File: config.mk
export PLATFORM = sky130hd
export DESIGN_NAME = pc_fetch_unit
export DESIGN_NICKNAME = d
export VERILOG_FILES = /design/src/rtl/pc_fetch_unit.sv
export SDC_FILE = /design/constraint.sdc
export NUM_CORES = 1
export LEC_CHECK = 0
export ABC_AREA = 1
export CAP_MARGIN = 10
export CORE_MARGIN = 10
export CORE_UTILIZATION = 48
export CTS_BUF_LIST = sky130_fd_sc_hd__clkbuf_8
export CTS_CLUSTER_DIAMETER = 40
export DETAILED_ROUTE_END_ITERATION = 16
export GPL_TIMING_DRIVEN = 0
export PLACE_DENSITY_LB_ADDON = 0.12
export SLEW_MARGIN = 10
export SYNTH_ARGS = -nofsm -noshare
export SYNTH_HDL_FRONTEND = slang
export SYNTH_SLANG_ARGS = --single-unit
File: constraint.sdc
create_clock -name clk -period 9.9 [get_ports clk]
set_clock_uncertainty 0.05 [all_clocks]
set_input_delay 1.98 -clock clk [delete_from_list [all_inputs] [get_ports clk]]
set_output_delay 1.98 -clock clk [all_outputs]
set_load 0.02 [all_outputs]
File: src/rtl/pc_fetch_unit.sv
// Fetch stage: holds the architectural PC, fetches one instruction at a time over
// req/gnt/rvalid and hands it to decode over valid/ready, then loads the next PC.
module pc_fetch_unit #(
   parameter logic [31:0] RESET_PC = 32'h0000_0000
) (
   input  logic        clk,
   input  logic        rst,
   input  logic [31:0] npc_in,
   output logic        imem_req,
   output logic [31:0] imem_addr,
   input  logic        imem_gnt,
   input  logic        imem_rvalid,
   input  logic [31:0] imem_rdata,
   output logic        inst_valid,
   input  logic        inst_ready,
   output logic [31:0] inst_out,
   output logic [31:0] inst_pc,
   output logic [31:0] pc_out,
   output logic        addr_err,
   output logic [31:0] retire_cnt
);

   typedef enum logic [1:0] {
      S_FETCH = 2'd0,
      S_WAIT  = 2'd1,
      S_VALID = 2'd2,
      S_ERR   = 2'd3
   } state_t;

   state_t      r_state;
   state_t      w_next_state;
   logic [31:0] r_pc;
   logic [31:0] r_inst;
   logic [31:0] r_inst_pc;
   logic [31:0] r_retire_cnt;
   logic        r_addr_err;
   logic        w_handoff;
   logic        w_npc_misaligned;

   assign w_handoff        = (r_state == S_VALID) && inst_ready;
   assign w_npc_misaligned = (npc_in[1:0] != 2'b00);

   // State register
   always_ff @(posedge clk or posedge rst) begin
      if (rst) begin
         r_state <= S_FETCH;
      end else begin
         r_state <= w_next_state;
      end
   end

   // Next-state logic; ERR only leaves through reset
   always_comb begin
      w_next_state = r_state;
      case (r_state)
         S_FETCH: begin
            if (imem_gnt) begin
               w_next_state = S_WAIT;
            end else begin
               w_next_state = S_FETCH;
            end
         end
         S_WAIT: begin
            if (imem_rvalid) begin
               w_next_state = S_VALID;
            end else begin
               w_next_state = S_WAIT;
            end
         end
         S_VALID: begin
            if (w_handoff && w_npc_misaligned) begin
               w_next_state = S_ERR;
            end else if (w_handoff) begin
               w_next_state = S_FETCH;
            end else begin
               w_next_state = S_VALID;
            end
         end
         S_ERR:   w_next_state = S_ERR;
         default: w_next_state = S_FETCH;
      endcase
   end

   // Datapath: capture on rvalid in WAIT, advance PC and retire count on handoff
   always_ff @(posedge clk or posedge rst) begin
      if (rst) begin
         r_pc         <= RESET_PC;
         r_inst       <= 32'h0000_0000;
         r_inst_pc    <= 32'h0000_0000;
         r_retire_cnt <= 32'h0000_0000;
         r_addr_err   <= 1'b0;
      end else begin
         if ((r_state == S_WAIT) && imem_rvalid) begin
            r_inst    <= imem_rdata;
            r_inst_pc <= r_pc;
         end
         if (w_handoff) begin
            // A misaligned target is still loaded so it can be inspected after the error
            r_pc         <= npc_in;
            r_retire_cnt <= r_retire_cnt + 32'd1;
            if (w_npc_misaligned) begin
               r_addr_err <= 1'b1;
            end
         end
      end
   end

   assign imem_req   = (r_state == S_FETCH);
   assign imem_addr  = r_pc;
   assign inst_valid = (r_state == S_VALID);
   assign inst_out   = r_inst;
   assign inst_pc    = r_inst_pc;
   assign pc_out     = r_pc;
   assign addr_err   = r_addr_err;
   assign retire_cnt = r_retire_cnt;

endmodule

==> run summary <==
The run finished with clean final reports. Across every metal layer, demand over resource in global routing totals 20.7%. The clock passes through at most 2 buffers.

The total via count after detailed routing is 4949. The total half-perimeter wirelength after legalization and detailed placement is 13.9 mm. Summed over all cells, the static leakage comes to 3.96 nW. STA classifies the critical path startpoint as a flop.

The net total in the final layout is 902. The number of inserted diodes is 0. The number of cells on the worst hold path came out at 2. Across the run, the number of max-cap violations was 0.

In the layout the commonest cells are clkdlybuf4s50_1, nand2_1, dfrtp_1. Across the VDD grid, the largest voltage drop is 0.000169 V. The count of boundary I/O pins is 232. The worst-case hold path end point is addr_err. The worst endpoint required time is 7.87 ns. The library cell used most frequently in the layout, excluding fill and tap cells, is clkdlybuf4s50_1. The final critical delay including setup and external delays came out at 3.82 ns. The cell at the root of the clock tree is clkbuf_8.

The final weighted congestion of routability-driven global placement is 0.835. The total count of max-transition violations in the final report is 0. TritonCTS built the clock tree.

The post-CTS repair timing setup buffer count came out at 0. The first-iteration detailed-routing DRC count is 371. The final critical path takes up 38.6% of the cycle. Each instance of the synthesized netlist takes up on average 9.99 um^2. The final setup violation count came out at 0. STA puts the critical path data arrival time at 1.79 ns. The clock latency reported for the late side of the worst-skew pair came out at 0.44 ns. The area used by multi-input combinational logic came out at 1950 um^2. In this run the horizontal extent of the chip is 130 um. The aggregate global routing overflow came out at 0. Setup slack closes at 6.08 ns. The number of buffers inserted during clock tree synthesis came out at 17. The area inside the core boundary came out at 11900 um^2.

The fill cell instance count of the final layout came out at 875. The count of final hold-check violations is 0. The final sum of negative setup slack is 0 ns.

The count of cells in the finished layout, fillers not included, comes to 992. The clock-pin slew on the worst setup and hold paths is 0.07 ns. The maximum number of pins on one net before global-route repair is 78. The clock drives 131 sinks. Prior to clock tree synthesis, the placed netlist has a worst setup slack of 6.27 ns. The number of distinct library cells after synthesis is 29. In this run the critical register-to-register path is launched from retire_cnt[1]. Counting every net in the synthesized netlist gives 651.

The signal on the critical path passes through nand2_4, inv_1, clkdlybuf4s50_1. From bottom edge to top edge, the die measures 130 um. Setup repair after global routing left no endpoint under its margin. The H-tree was split into 4 levels. The count of buffer and inverter cells on the critical path came out at 2. The floorplan step defined a die boundary enclosing 16900 um^2. The wire length of the first global-routing pass is 27.0 mm. The endpoint identified for the worst register-to-register timing path is retire_cnt[28].

The cell area reported after detailed placement came out at 8340 um^2. Registers take 3280 um^2. The worst register-to-register path has a depth of 8.

The maximum clock frequency came out at 262 MHz. The quantity of I/O buffers inserted on ports came out at 231. The cell count after synthesis came out at 581. Dividing the detail-routed via count by the number of cells gives 4.99.

The worst pin sits at a relative slew slack of 53.0%. The slew at the pin closest to its max-slew limit came out at 0.705 ns. The number of nets still failing antenna checks after routing is 0. The minimum setup slack among reg-to-reg paths came out at 8.27 ns. The cell family contributing the most delay on the critical path is buffers and inverters.

The cell area power density came out at 301 nW/um^2. The initial antenna violation count was 0. The largest single stage delay on the critical path is 0.63 ns. The first detailed-routing pass took 5 iterations. The worst hold path begins at addr_err. The post-synthesis instance area is 5810 um^2. The detailed-route DRC error count came out at 0. The post-CTS resize count came out at 0. The sort of element at the end of the critical path is an output port. The initial core utilization came out at 48.7%. The largest fanout on the critical path is 6. After detailed routing, the average wire length per cell comes to 17.7 um. In the final layout, the share of cells above drive strength 1 is 16.2%. The start-to-end type of the worst setup path is flop to output port. The path class of the tightest hold or removal check is flop to flop. The number of cell rows is 40. From synthesis to final layout, the design area changed by 50.8%.

The number of cells after detailed placement came out at 960. The design area came out at 8760 um^2. The fraction of the yosys area taken by sequential cells is 56.5%. After detailed routing, the total wire length is 17.6 mm. Synthesis inferred 131 register bits. The number of global-route vias before repair came out at 5090.

The total of warnings raised by yosys came out at 0. The slowest stage of the critical path belongs to the cell clkdlybuf4s50_1. Buffers inserted to repair hold after CTS numbered 0.
==> routing by layer <==
metal  GRT usage (%)  part of all wire, %  vias to the layer above  routed length [um]
met2            37.4                   52                      179                9170
met4            6.68                  1.9                        0                 336
li1                -                    -                     2319                   -
met3            6.65                  7.8                       22                1370
met5               0                    0                        -                   0
met1            22.6                   38                     2429                6680
==> worst register-to-register path, cell delays in order (launching register included) <==
cell,delay (ns)
dfrtp_1,0.40
ha_1,0.20
nand3_1,0.20
nor2_1,0.21
nand2_1,0.12
nor2_1,0.17
nand2_1,0.07
nand2_1,0.06
nand2_1,0.05
==> sequential cells by signal, indices dropped and copies added (netlist names) <==
register and count:
r_state 2, retire_cnt 32, inst_out 32, imem_addr 32, inst_pc 32, addr_err 1
==> worst max path at each step <==
stage	startpoint	endpoint	slack (ns)	cells past startpoint
3_3_place_gp	rst	inst_out[7]	2.66	2
5_1_grt	r_state[1]	inst_valid	6.03	3
3_5_place_dp	inst_ready	imem_addr[22]	6.27	5
4_1_cts	r_state[1]	inst_valid	6.07	3
6_report	r_state[1]	inst_valid	6.08	3
2_1_floorplan	rst	addr_err	4.37	1
==> cell usage after synthesis <==
cell | n | area share [%]
nor2_8 | 3 | 1.0
o21ai_1 | 3 | 0.26
o21ai_0 | 60 | 5.2
nor2_1 | 31 | 2.0
buf_6 | 1 | 0.19
nor3_2 | 1 | 0.17
nand2_4 | 2 | 0.39
buf_4 | 43 | 5.6
inv_2 | 1 | 0.065
mux2_2 | 34 | 6.6
xnor2_1 | 11 | 1.7
nand3_2 | 4 | 0.69
nand3_1 | 11 | 0.95
a21oi_1 | 2 | 0.17
clkbuf_1 | 3 | 0.19
nor2_4 | 2 | 0.39
dfrtp_1 | 131 | 56
nor2_2 | 7 | 0.75
nand2_1 | 139 | 9.0
a41oi_1 | 1 | 0.15
ha_1 | 1 | 0.22
inv_1 | 58 | 3.7
nand3_4 | 2 | 0.60
nand3b_1 | 5 | 0.65
xor2_1 | 9 | 1.4
nand4_1 | 9 | 0.97
nor3_1 | 3 | 0.26
clkbuf_2 | 3 | 0.26
nand2_2 | 1 | 0.11
==> logic make-up (layout without fill, tap and decap cells) <==
group	after synthesis	after routing	share of synthesized area [%]
xor+xnor	20	20	3.02
buf+inv	109	373	10.0
compound gates	66	66	5.75
simple gates	220	220	17.9
mux	34	34	6.59
fa+ha+maj	1	1	0.215
flops	131	131	56.5
==> power breakdown <==
part	switching, W	total [W]	internal [W]
clock	0.000209	0.000471	0.000262
sequential	0.000133	0.000866	0.000733
combinational	0.000652	0.00130	0.000647
==> metrics by stage <==
stage	power [W]	util, %	hold slack [ns]
floorplan	0.00150	-	0.509
global placement	0.00215	69.7	0.400
detailed placement	0.00219	70.0	0.409
CTS	0.00267	73.5	0.428
global route	0.00278	73.5	0.463
finish	0.00264	73.5	0.431
==> cell type report <==
| type | instances | area share (%) |
|---|---|---|
| plain buffers | 50 | 4.12 |
| clock buffers | 19 | 2.99 |
| clock inverters | 13 | 1.81 |
| inverters | 59 | 2.59 |
| multi-input cells | 341 | 22.2 |
| flip-flops and latches | 131 | 37.4 |
| well taps | 147 | 2.10 |
| repair buffers | 232 | 26.7 |
No activity file was read; power rests on OpenSTA's default activity.
